## config.mk

```make
export PLATFORM = sky130hd
export DESIGN_NAME = sop_programlanabilir
export DESIGN_NICKNAME = d
export VERILOG_FILES = /design/src/rtl/sop_programlanabilir.sv
export SDC_FILE = /design/constraint.sdc
export NUM_CORES = 1
export LEC_CHECK = 0
export CAP_MARGIN = 20
export CORE_MARGIN = 10
export CORE_UTILIZATION = 45
export CTS_CLUSTER_SIZE = 20
export DETAILED_ROUTE_END_ITERATION = 6
export GPL_ROUTABILITY_DRIVEN = 0
export PLACE_DENSITY_LB_ADDON = 0.12
export SLEW_MARGIN = 25
export SYNTH_ARGS = -nofsm -noshare
export SYNTH_HDL_FRONTEND = slang
export SYNTH_SLANG_ARGS = --single-unit
export TNS_END_PERCENT = 10
```

## constraint.sdc

```tcl
create_clock -name clk -period 2.98 [get_ports clk]
set_clock_uncertainty 0.15 [all_clocks]
set_input_delay 0.298 -clock clk [delete_from_list [all_inputs] [get_ports clk]]
set_output_delay 0.298 -clock clk [all_outputs]
set_load 0.02 [all_outputs]
```

## src/rtl/sop_programlanabilir.sv

```systemverilog
// Programmable N-input sum-of-products: a 2^N_IN-bit minterm table loaded
// serially, evaluated with a registered output, and scanned to count its on-set.
module sop_programlanabilir #(
   parameter int N_IN = 4
) (
   input  logic            clk,
   input  logic            rst,
   input  logic            load_valid,
   input  logic            load_bit,
   output logic            load_ready,
   output logic            load_done,
   input  logic            reload,
   input  logic            in_valid,
   input  logic [N_IN-1:0] in_vec,
   output logic            out_valid,
   output logic            x,
   input  logic            scan_start,
   output logic            scan_busy,
   output logic            scan_done,
   output logic [N_IN:0]   ones_count
);

   localparam int TBL = 1 << N_IN;

   typedef enum logic [1:0] {
      ST_LOAD = 2'd0,
      ST_RUN  = 2'd1,
      ST_SCAN = 2'd2
   } state_t;

   state_t            state_q, state_d;
   logic [TBL-1:0]    tbl_q, tbl_d;
   logic [N_IN-1:0]   load_ptr_q, load_ptr_d;
   logic [N_IN-1:0]   scan_idx_q, scan_idx_d;
   logic [N_IN:0]     acc_q, acc_d;
   logic [N_IN:0]     ones_q, ones_d;
   logic              load_done_q, load_done_d;
   logic              out_valid_q, out_valid_d;
   logic              x_q, x_d;
   logic              scan_done_q, scan_done_d;

   logic              load_accept;
   logic              load_last;
   logic              scan_last;
   logic              run_reload;
   logic              run_scan;
   logic              run_eval;
   logic [N_IN:0]     scan_bit_ext;

   localparam logic [N_IN-1:0] IDX_ONE  = {{(N_IN-1){1'b0}}, 1'b1};
   localparam logic [N_IN-1:0] IDX_LAST = {N_IN{1'b1}};

   assign load_accept  = (state_q == ST_LOAD) && load_valid;
   assign load_last    = (load_ptr_q == IDX_LAST);
   assign scan_last    = (scan_idx_q == IDX_LAST);
   // reload has priority over scan_start; evaluation is served either way
   assign run_reload   = (state_q == ST_RUN) && reload;
   assign run_scan     = (state_q == ST_RUN) && scan_start && !reload;
   assign run_eval     = (state_q == ST_RUN) && in_valid;
   assign scan_bit_ext = {{N_IN{1'b0}}, tbl_q[scan_idx_q]};

   always_ff @(posedge clk) begin
      if (rst) begin
         state_q <= ST_LOAD;
      end else begin
         state_q <= state_d;
      end
   end

   always_comb begin
      state_d = state_q;
      unique case (state_q)
         ST_LOAD: begin
            if (load_accept && load_last) begin
               state_d = ST_RUN;
            end
         end
         ST_RUN: begin
            if (run_reload) begin
               state_d = ST_LOAD;
            end else if (run_scan) begin
               state_d = ST_SCAN;
            end
         end
         ST_SCAN: begin
            if (scan_last) begin
               state_d = ST_RUN;
            end
         end
         default: state_d = ST_LOAD;
      endcase
   end

   always_comb begin
      load_ready = (state_q == ST_LOAD);
      scan_busy  = (state_q == ST_SCAN);
   end

   always_comb begin
      tbl_d       = tbl_q;
      load_ptr_d  = load_ptr_q;
      scan_idx_d  = scan_idx_q;
      acc_d       = acc_q;
      ones_d      = ones_q;
      load_done_d = 1'b0;
      scan_done_d = 1'b0;
      out_valid_d = 1'b0;
      x_d         = x_q;

      if (load_accept) begin
         tbl_d[load_ptr_q] = load_bit;
         if (load_last) begin
            load_ptr_d  = '0;
            load_done_d = 1'b1;
         end else begin
            load_ptr_d  = load_ptr_q + IDX_ONE;
         end
      end

      if (run_eval) begin
         out_valid_d = 1'b1;
         x_d         = tbl_q[in_vec];
      end

      if (run_reload) begin
         load_ptr_d = '0;
      end

      if (run_scan) begin
         scan_idx_d = '0;
         acc_d      = '0;
      end

      // final index is folded straight into the published count
      if (state_q == ST_SCAN) begin
         acc_d      = acc_q + scan_bit_ext;
         scan_idx_d = scan_idx_q + IDX_ONE;
         if (scan_last) begin
            ones_d      = acc_q + scan_bit_ext;
            scan_done_d = 1'b1;
            scan_idx_d  = '0;
         end
      end
   end

   always_ff @(posedge clk) begin
      if (rst) begin
         tbl_q       <= '0;
         load_ptr_q  <= '0;
         scan_idx_q  <= '0;
         acc_q       <= '0;
         ones_q      <= '0;
         load_done_q <= 1'b0;
         scan_done_q <= 1'b0;
         out_valid_q <= 1'b0;
         x_q         <= 1'b0;
      end else begin
         tbl_q       <= tbl_d;
         load_ptr_q  <= load_ptr_d;
         scan_idx_q  <= scan_idx_d;
         acc_q       <= acc_d;
         ones_q      <= ones_d;
         load_done_q <= load_done_d;
         scan_done_q <= scan_done_d;
         out_valid_q <= out_valid_d;
         x_q         <= x_d;
      end
   end

   assign load_done  = load_done_q;
   assign scan_done  = scan_done_q;
   assign out_valid  = out_valid_q;
   assign x          = x_q;
   assign ones_count = ones_q;

endmodule

```

Word-level counts from Yosys, hierarchy flattened
Cells that the tools add are included.
W data, S select, Z words.
{"block": "classes", "n_addsub": 3, "order_cmp": 4, "n_eq_ne": 7, "mux": 21, "bitwise_logic": 2, "n_reduce_logical": 15}
{"cell": "$bwmux W16", "count": 1}
{"cell": "$mux W4", "count": 4}
{"cell": "$lt A4 B5 Y1 const B", "count": 3}
{"cell": "$mux W5", "count": 2}
{"cell": "$add A4 B1 Y4 const B", "count": 2}
{"cell": "$bmux W1 S4", "count": 2}
{"cell": "$eq A4 B4 Y1 const B", "count": 2}
{"cell": "$mux W2", "count": 4}
{"cell": "$logic_and A1 B1 Y1", "count": 7}
{"cell": "$mux W1", "count": 6}
{"cell": "$pmux W2 S3", "count": 1}
{"cell": "$reduce_or A2 Y1", "count": 3}
{"cell": "$add A5 B1 Y5", "count": 1}
{"cell": "$demux W1 S4", "count": 1}
{"cell": "$ge A4 B1 Y1 const B", "count": 1}
{"cell": "$ne A2 B1 Y1 const B", "count": 2}
{"cell": "$ne A3 B3 Y1 const B", "count": 1}
{"cell": "$reduce_and A3 Y1", "count": 1}
{"cell": "$eq A2 B1 Y1 const B", "count": 1}
{"cell": "$eq A2 B2 Y1 const B", "count": 1}
{"cell": "$logic_not A2 Y1", "count": 1}
{"cell": "$not A1 Y1", "count": 2}
{"cell": "$reduce_and A2 Y1", "count": 1}
{"cell": "$reduce_bool A2 Y1", "count": 1}
{"cell": "$logic_not A1 Y1", "count": 1}
{"block": "word_totals", "reg_bits": 40, "input_bits": 11, "output_inout_bits": 11, "word_cells": 62}

Depth between registers and ports, before layout
Gate-level depths: netlist (run 1).
{"block": "depth", "word_depth": 6, "mapped_depth": 9, "depth_no_buf": 8}

Least setup slack after synthesis (run 1)
No wires, ideal clock.
{"block": "synth_timing", "path_kind": "register -> register", "start": "reg scan_idx_q[0]", "end": "reg acc_q[4]", "setup_ns": 0.128, "arrival_ns": 2.221, "required_ns": 2.702, "path_slack_ns": 0.482, "stages_incl_launch_ff": 10, "n_path_buf": 1, "period_less_slack_ns": 2.498, "path_cell_list": "dfxtp_1 -> buf_2 -> mux4_2 -> mux4_2 -> ha_1 -> ha_1 -> nand3_1 -> xnor2_1 -> a22oi_1 -> nor2_1"}
{"block": "synth_via", "elab_chain_len": 4}
{"element": "start, declared", "line": "34", "rtl": "logic [N_IN-1:0] scan_idx_q, scan_idx_d;"}
{"element": "start signal, assigned", "line": "160", "rtl": "scan_idx_q <= scan_idx_d;"}
{"element": "$bmux W1 S4", "line": "60", "rtl": "assign scan_bit_ext = {{N_IN{1'b0}}, tbl_q[scan_idx_q]};"}
{"element": "$mux W1 (not written as such)", "line": "60"}
{"element": "$add A5 B1 Y5", "line": "136", "rtl": "acc_d = acc_q + scan_bit_ext;"}
{"element": "$mux W5", "line": "135", "rtl": "if (state_q == ST_SCAN) begin"}
{"element": "end signal, assigned", "line": "151", "rtl": "acc_q <= '0;"}
{"element": "end signal, assigned", "line": "161", "rtl": "acc_q <= acc_d;"}
{"element": "end, declared", "line": "35", "rtl": "logic [N_IN:0] acc_q, acc_d;"}
No other way between the ends. The select of a mux whose other input is x is not followed.
A chain may end at the register's enable or synchronous reset.

Final worst setup path (run 1)
{"block": "layout_timing", "start": "reg scan_idx_q[0]", "end": "reg ones_q[4], in the netlist ones_count[4]"}
{"block": "layout_via", "elab_chain_len": 3, "word_cells_on_any_way": 5, "classes_between": "add/sub: 1; eq/ne: 1; mux: 2; reduce/logical: 1"}
{"element": "$bmux W1 S4", "line": "60"}
{"element": "$mux W1 (not written as such)", "line": "60"}
{"element": "$add A5 B1 Y5", "line": "139", "rtl": "ones_d = acc_q + scan_bit_ext;"}
{"element": "end signal, assigned", "line": "162", "rtl": "ones_q <= ones_d;"}
{"element": "end, declared", "line": "36", "rtl": "logic [N_IN:0] ones_q, ones_d;"}
Several ways; a longest one is shown, not always the timed one. The select of a mux whose other input is x is not followed.

==> results of run 1 <==
critical path, cell delays in order (launching register included):
cell	delay (ns)
dfxtp_1	0.53
mux4_2	0.55
mux4_2	0.48
ha_1	0.22
ha_1	0.25
nand3_1	0.12
xnor2_1	0.15
mux2i_1	0.11
nor2_1	0.10
cells by family (layout without fill, tap and decap cells):
kind of cell	count (synthesis)	count (layout)
AOI/OAI and AO/OA	21	21
xor gates and xnor gates	6	6
adders and majority gates	7	7
buffers and inverters	20	39
DFF	40	40
muxes	31	31
and+or+nand+nor	85	85
layout by cell type (no fill, tap or decap), types with 2 or more instances in the layout:
master and n:
dfxtp_1 40, nor2_1 37, mux2i_1 23, clkdlybuf4s50_1 21
nand3_1 16, inv_1 7, ha_1 7, mux4_2 6
nand2_1 6, nor3_1 5, a22oi_1 5, clkbuf_8 5
nand4_1 4, nor2b_1 4, a21oi_1 4, xnor2_1 4
o21ai_0 3, nor3b_1 2, and2_1 2, xor2_1 2
a211oi_1 2, and3_1 2, a2111oi_0 2, nand3b_1 2
buf_4 2
worst min path at each step:
stage | slack [ns] | depth (start not counted) | startpoint | endpoint
detailed placement | 0.34 | 2 | ones_count[2] | ones_count[2]
floorplan | 0.29 | 2 | load_bit | tbl_q[0]
global placement | 0.33 | 2 | ones_count[0] | ones_count[0]
CTS | 0.35 | 2 | ones_count[2] | ones_count[2]
finish | 0.35 | 2 | ones_count[3] | ones_count[3]
global route | 0.37 | 1 | x | x
layout make-up:
cell class | instances | area [um2]
well taps | 52 | 65.1
flip-flops and latches | 40 | 801
repair buffers | 23 | 225
clock buffers | 6 | 72.6
clock inverters | 2 | 35.0
inverters | 8 | 30.0
multi-input cells | 150 | 1110
fillers | 394 | 1990
sequential cells by signal (all words and copies together) (netlist names):
register	cells
acc_q	5
load_ptr_q	4
load_done	1
state_q	2
tbl_q	16
scan_idx_q	4
ones_count	5
out_valid	1
x	1
scan_done	1
through the flow:
stage | area, um2 | setup slack [ns] | instances | power, mW | utilization (%)
finish | 2340 | 0.271 | 281 | 1.05 | 54.1
global route | 2340 | 0.136 | 281 | 1.10 | 54.1
CTS | 2340 | 0.268 | 281 | 1.07 | 54.1
detailed placement | 2230 | 0.284 | 273 | 0.629 | 51.6
global placement | 2230 | 0.389 | 273 | 0.627 | 51.6
floorplan | 2000 | 0.482 | 210 | 0.602 | -
layer usage:
metal  global-route usage, %  routed length, um  share of wire, %
met4                    4.86                 99               2.0
met2                    19.9               2210                46
met1                    17.5               2230                46
met5                       0                  0                 0
met3                    4.41                294               6.1
power breakdown:
part / total (mW) / switching (mW) / internal, mW
clock: 0.435 / 0.187 / 0.248
sequential: 0.545 / 0.00596 / 0.539
combinational: 0.0729 / 0.0401 / 0.0328
total: 1.05 / 0.233 / 0.820
==> flow_metrics.tcl, run 1 <==
set metrics [dict create \
    rr_endpoint "ones_count[4]" \
    drv_slew 0 \
    cts_made_buffers 5 \
    reg2regPathDepth 8 \
    root_buffer "clkbuf_8" \
    grt_max_degree 34 \
    vias 1616 \
    insertedDiodeCount 0 \
    fmax_ghz 0.369 \
    die_x_um 86.7 \
    rsz0062_at_grt "false" \
    hpwlAfterDp_um 3570 \
    yosysTopAreaCellShare_pct 40.0 \
    peakVddDrop_v 0.000200 \
    start_util_pct 46.3 \
    seq_area_frac_synth_pct 40.0 \
    ys_types 37 \
    rrSetupSlack_ns 0.27 \
    netlist_top_cells_count "dfxtp_1, nor2_1, mux2i_1, nand3_1" \
    tightestPinTransition_ns 0.670 \
    syn_inst 210 \
    post_cts.repair.setup_buffers 0 \
    ant_nets 0 \
    yosys.cell_count.top_type "dfxtp_1" \
    hold_path_class "reg -> reg" \
    maxCapViolCount 0 \
    setup_tns_ns 0 \
    cp.arrival_ns 2.79 \
    antenna_found_initial 0 \
    synthAdderAreaFrac_pct 4.38 \
    synth_flop_cell "dfxtp_1" \
    fin_crit_sh_pct 90.9 \
    synth_edf_count 0 \
    crit_start "scan_idx_q[0]" \
    drive_gt1_share_pct 9.17 \
    route.detailed.drc 0 \
    cts_tree "yes" \
    r2r_start "scan_idx_q[0]" \
    synth_nets 228 \
    critical_path_required_ns 3.06 \
    grt_usage_pct 13.4 \
    period_needed_ns 2.71 \
    cp-end-kind "flop" \
    io_buffers 21 \
    crit_type "reg -> reg" \
    yosys_register_bits 40 \
    clkLatencyLatePin_ns 0.30 \
    synth_compound_area_share_pct 7.44 \
    synth_top_family_by_area "simple AND/OR/NAND/NOR gates" \
    grt_overflow 0 \
    routed_wl_um 4830 \
    p_leak_nw 0.941 \
    clkSinkCount 40 \
    outcome "completed" \
    syn_area_um2 2000 \
    finalHoldViolCount 0 \
    worstPathMaxFanout 7 \
    htreeDepth 2 \
    clock_path_buffers 2 \
    crit_end "ones_count[4]" \
    via_per_inst 5.75 \
    powerDensity_nw_per_um2 450 \
    area_delta_synth_final_pct 16.9 \
    clk_pin_slew_ns 0.07 \
    core_area_um2 4320 \
    ys_warn_count 0 \
    drtIter0Drc 167 \
    ios 22 \
    rows 24 \
    holdBufCountCts 0 \
    wl_per_cell_um 17.2 \
    cp-start-kind "flop" \
    yosys.area_share.simple_pct 20.6 \
    syn_avg_cell_area_um2 9.53 \
    setup_viol 0 \
    synth_xor_area_share_pct 2.63 \
    ctsResizeCount 0 \
    whs_ns 0.349 \
    yosys.area.top_type "dfxtp_1" \
    ys_async_sr_fraction_pct 0 \
    first_pass_iters 4 \
    nets 246 \
    worst_slew_margin_rel_pct 54.2 \
    synth.area.top_cells "dfxtp_1, mux2i_1, nor2_1" \
    grt_pass1_vias 1672 \
    dieArea_um2 7510 \
    grt_pass1_wl_um 8210 \
    die_height_um 86.7 \
    synthMuxAreaShare_pct 20.1 \
]
Power figures use the tool's default switching activity.
==> inputs of run 2 (changes only) <==
--- a/config.mk
+++ b/config.mk
@@ -7,7 +7,7 @@
 export LEC_CHECK = 0
 export CAP_MARGIN = 20
 export CORE_MARGIN = 10
-export CORE_UTILIZATION = 45
+export CORE_UTILIZATION = 46
 export CTS_CLUSTER_SIZE = 20
 export DETAILED_ROUTE_END_ITERATION = 6
 export GPL_ROUTABILITY_DRIVEN = 0
==> flow_metrics.tcl, run 2 (synthesis results as in run 1) <==
set metrics [dict create \
    holdBufCountCts 0 \
    finalHoldViolCount 0 \
    area_delta_synth_final_pct 16.0 \
    nets 246 \
    drive_gt1_share_pct 9.61 \
    die_x_um 86.0 \
    clkLatencyLatePin_ns 0.30 \
    largest_register_ffs 16 \
    hold_path_class "reg -> reg" \
    cp-start-kind "flop" \
    worstPathMaxFanout 7 \
    cp_slowest_stage_delay_ns 0.54 \
    ant_nets 0 \
    min_to "ones_count[2]" \
    ctsResizeCount 0 \
    crit_type "reg -> reg" \
    crit_chain "mux4_2 > mux4_2 > ha_1 > ha_1 > nand3_1 > xnor2_1 > a22oi_1 > nor2_1" \
    vias 1623 \
    peakVddDrop_v 0.000230 \
    drv_slew 0 \
    clock_path_buffers 2 \
    grt_pass1_wl_um 7610 \
    die_height_um 86.0 \
    critical_path_required_ns 3.01 \
    r2r_start "scan_idx_q[0]" \
    ios 22 \
    dieArea_um2 7390 \
    setup_tns_ns 0 \
    largest-register "tbl_q" \
    reg2regPathDepth 8 \
    via_per_inst 5.82 \
    grt_usage_pct 12.5 \
    rrSetupSlack_ns 0.28 \
    worst_slew_margin_rel_pct 62.3 \
    setup_viol 0 \
    grt_max_degree 34 \
    htreeDepth 2 \
    antenna_found_initial 0 \
    powerDensity_nw_per_um2 426 \
    wl_per_cell_um 16.0 \
    fmax_ghz 0.370 \
    period_needed_ns 2.70 \
    post_cts.repair.setup_buffers 0 \
    rr_endpoint "acc_q[4]" \
    rsz0062_at_grt "false" \
    grt_pass1_vias 1555 \
    first_pass_iters 4 \
    grt_overflow 0 \
    cts_made_buffers 5 \
    clk_pin_slew_ns 0.08 \
    layout_common_cells "dfxtp_1, nor2_1, mux2i_1, clkdlybuf4s50_1, nand3_1" \
    tightestPinTransition_ns 0.551 \
    cp-end-kind "flop" \
    outcome "completed" \
    drtIter0Drc 98 \
    crit_slowest_cell "mux4_2" \
    hpwlAfterDp_um 3350 \
    route.detailed.drc 0 \
    fin_crit_sh_pct 90.6 \
    hp-start "ones_count[2]" \
    clkSinkCount 40 \
    final_common_cell "dfxtp_1" \
    cp.arrival_ns 2.73 \
    insertedDiodeCount 0 \
    min_path_cells 2 \
    fillers 349 \
    critPathBufInv 0 \
    routed_wl_um 4470 \
    fin_util_pct 56.4 \
    rows 23 \
    maxCapViolCount 0 \
    cts_tree "yes" \
    root_buffer "clkbuf_8" \
    p_leak_nw 0.937 \
    start_util_pct 48.6 \
    crit_family "multiplexers" \
    io_buffers 21 \
    core_area_um2 4120 \
]
==> run 2: changes by cell type in the layout (fill, tap and decap cells not counted), sizes merged <==
| cell | delta |
|---|---|
| bufinv | -1 |
| clkinv | +1 |
==> run 2: final cells by class <==
type | count | area (um2) | share of cell area (%)
multi-input combinational | 150 | 1110 | 47.8
inverter | 8 | 30.0 | 1.29
sequential | 40 | 801 | 34.5
clock inverter | 2 | 10.0 | 0.431
timing repair buffer | 23 | 225 | 9.70
clock buffer | 6 | 82.6 | 3.56
tap | 50 | 62.6 | 2.70
==> run 2: routing by layer <==
| metal | global-route usage, % | vias up | routed length, um |
|---|---|---|---|
| met5 | 0 | - | 0 |
| met1 | 15.9 | 773 | 2030 |
| met3 | 4.73 | 10 | 364 |
| li1 | - | 783 | - |
| met4 | 5.24 | 0 | 94 |
| met2 | 18.3 | 57 | 1980 |
==> run 2: worst max path at each step <==
stage                    end  slack, ns  cells after the start     startpoint
2_1_floorplan       acc_q[4]       0.48                      9  scan_idx_q[0]
3_3_place_gp   ones_count[4]       0.39                      8  scan_idx_q[0]
3_5_place_dp        acc_q[4]       0.29                      8  scan_idx_q[0]
4_1_cts             acc_q[4]       0.26                      8  scan_idx_q[0]
5_1_grt        ones_count[4]       0.14                      8  scan_idx_q[0]
6_report            acc_q[4]       0.28                      8  scan_idx_q[0]
==> run 2: worst reg2reg max path: stages, from the launching register on <==
cell,delay (ns)
dfxtp_1,0.52
mux4_2,0.54
mux4_2,0.48
ha_1,0.23
ha_1,0.25
nand3_1,0.12
xnor2_1,0.09
a22oi_1,0.16
nor2_1,0.05
==> run 2: where the power goes <==
group	total (mW)	leakage (nW)	internal, mW	switching (mW)
clock network	0.373	0.0510	0.185	0.189
logic	0.0713	0.564	0.0327	0.0386
registers	0.545	0.323	0.539	0.00607
total	0.990	0.937	0.756	0.233
==> run 2: stage by stage <==
step	area (um2)	hold slack, ns	cells	worst slack, ns	power [mW]
floorplan	2000	0.292	210	0.482	0.602
global placement	2230	0.325	271	0.391	0.627
detailed placement	2230	0.336	271	0.289	0.628
CTS	2320	0.354	279	0.261	0.994
global route	2320	0.382	279	0.145	1.02
finish	2320	0.356	279	0.280	0.990
==> inputs of run 3 (changes only) <==
--- a/config.mk
+++ b/config.mk
@@ -5,6 +5,7 @@
 export SDC_FILE = /design/constraint.sdc
 export NUM_CORES = 1
 export LEC_CHECK = 0
+export ABC_AREA = 1
 export CAP_MARGIN = 20
 export CORE_MARGIN = 10
 export CORE_UTILIZATION = 46
==> flow_metrics.tcl, run 3 <==
set metrics [dict create \
    finalHoldViolCount 0 \
    rsz0062_at_grt "false" \
    yosys_register_bits 40 \
    io_buffers 21 \
    syn_inst 295 \
    crit_type "reg -> reg" \
    setup_viol 0 \
    syn_area_um2 2050 \
    nets 335 \
    yosys.area.top_type "dfxtp_1" \
    cp.arrival_ns 2.44 \
    clk_pin_slew_ns 0.07 \
    grt_pass1_vias 1788 \
    grt_overflow 0 \
    cts_tree "yes" \
    synth.area.top_cells "dfxtp_1, nand2_1, nand3_1" \
    rows 24 \
    tightestPinTransition_ns 0.545 \
    hpwlAfterDp_um 3710 \
    grt_max_degree 29 \
    synth_edf_count 0 \
    peakVddDrop_v 0.000249 \
    powerDensity_nw_per_um2 419 \
    place_area_um2 2300 \
    clock_path_buffers 2 \
    outcome "completed" \
    die_height_um 86.7 \
    vias 1918 \
    setup_tns_ns 0 \
    critical_path_required_ns 3.05 \
    worst_slew_margin_rel_pct 63.6 \
    maxCapViolCount 0 \
    fin_area_um2 2390 \
    grt_usage_pct 13.7 \
    hold_path_class "reg -> reg" \
    seq_area_frac_synth_pct 39.1 \
    yosys.cell_count.top_type "nand2_1" \
    via_per_inst 5.18 \
    routed_wl_um 4830 \
    fmax_ghz 0.422 \
    power_mw 1.00 \
    worstPathMaxFanout 12 \
    layout_common_cells "nand2_1, nand3_1, dfxtp_1, inv_1, a21oi_1" \
    drtIter0Drc 228 \
    drv_slew 0 \
    post_cts.repair.setup_buffers 0 \
    die_x_um 86.7 \
    wl_per_cell_um 13.1 \
    grt_pass1_wl_um 8540 \
    antenna_found_initial 0 \
    period_needed_ns 2.37 \
    root_buffer "clkbuf_8" \
    clkLatencyLatePin_ns 0.29 \
    holdBufCountCts 0 \
    ios 22 \
    drive_gt1_share_pct 7.86 \
    largest_register_ffs 16 \
    ys_warn_count 0 \
    ys_types 29 \
    netlist_top_cells_count "nand2_1, dfxtp_1, nand3_1, a21oi_1, inv_1" \
    dieArea_um2 7520 \
    synth_nets 313 \
    core_area_um2 4320 \
    cp-end-kind "flop" \
    ctsResizeCount 0 \
    p_leak_nw 0.924 \
    final_common_cell "nand2_1" \
    fin_crit_sh_pct 79.6 \
    route.detailed.drc 0 \
    ant_nets 0 \
    synth_flop_cell "dfxtp_1" \
    clkSinkCount 40 \
    syn_avg_cell_area_um2 6.94 \
    first_pass_iters 4 \
    cp-start-kind "flop" \
    area_delta_synth_final_pct 16.8 \
    insertedDiodeCount 0 \
    yosysTopAreaCellShare_pct 39.1 \
    largest-register "tbl_q" \
    fin_util_pct 55.3 \
    start_util_pct 47.4 \
    ys_async_sr_fraction_pct 0 \
    htreeDepth 2 \
    cts_made_buffers 5 \
]
run 3: cell count changes after synthesis, moves of 5 or more:
cell | previous run | this run
a21oi_1 | 4 | 34
a22oi_1 | 5 | 0
inv_1 | 7 | 34
mux2i_1 | 23 | 0
mux4_2 | 6 | 0
nand2_1 | 6 | 57
nand3_1 | 16 | 40
nor2_1 | 37 | 15
o21ai_0 | 3 | 27
run 3: final cells by class:
cell class | instances | area (um2)
Clock buffer | 8 | 90.1
Fill cell | 436 | 1930
Inverter | 43 | 166
Multi-Input combinational cell | 205 | 1050
Sequential cell | 40 | 801
Tap cell | 52 | 65.1
Timing Repair Buffer | 22 | 218
run 3: metal layers:
metal	global-route usage [%]	wire (um)	part of all wire, %
met1	19.0	2400	50
met5	0	0	0
met3	3.66	295	6.1
met2	20.0	2100	43
met4	3.98	34	0.70
run 3: through the flow:
step                cells  worst slack, ns  hold slack, ns
floorplan             295             1.03           0.291
global placement      362            0.701           0.306
detailed placement    362            0.641           0.313
CTS                   370            0.608           0.322
global route          370            0.267           0.347
finish                370            0.609           0.319
run 3: path summary, 6_finish.rpt:
kind	end	start	slack, ns	depth (start not counted)
setup reg to reg	acc_q[4]	scan_idx_q[0]	0.61	12
setup / recovery	acc_q[4]	scan_idx_q[0]	0.61	12
hold / removal	ones_count[1]	ones_count[1]	0.32	2
hold reg to reg	ones_count[1]	ones_count[1]	0.32	2
run 3: report_power, final:
| part | switching [mW] | internal [mW] | total (mW) |
|---|---|---|---|
| Clock | 0.179 | 0.189 | 0.368 |
| Sequential | 0.00519 | 0.540 | 0.546 |
| Combinational | 0.0547 | 0.0333 | 0.0880 |
run 3: worst max-delay path, cell delays in order, from the launching register on:
cell and delay, ns:
dfxtp_1 0.52, clkinv_1 0.28, a21oi_1 0.19, o21ai_0 0.09
nand3_1 0.08, nand3_1 0.07, nand2_1 0.07, ha_1 0.17
ha_1 0.19, nand3_1 0.10, xnor2_1 0.19, nand2_1 0.07
a21oi_1 0.14
run 3: kinds of logic after synthesis:
kind of cell	synth area share, %
buf+inv	9.53
fa+ha+maj	4.28
compound gates	17.5
flops	39.1
xor+xnor	1.28
simple gates	28.3
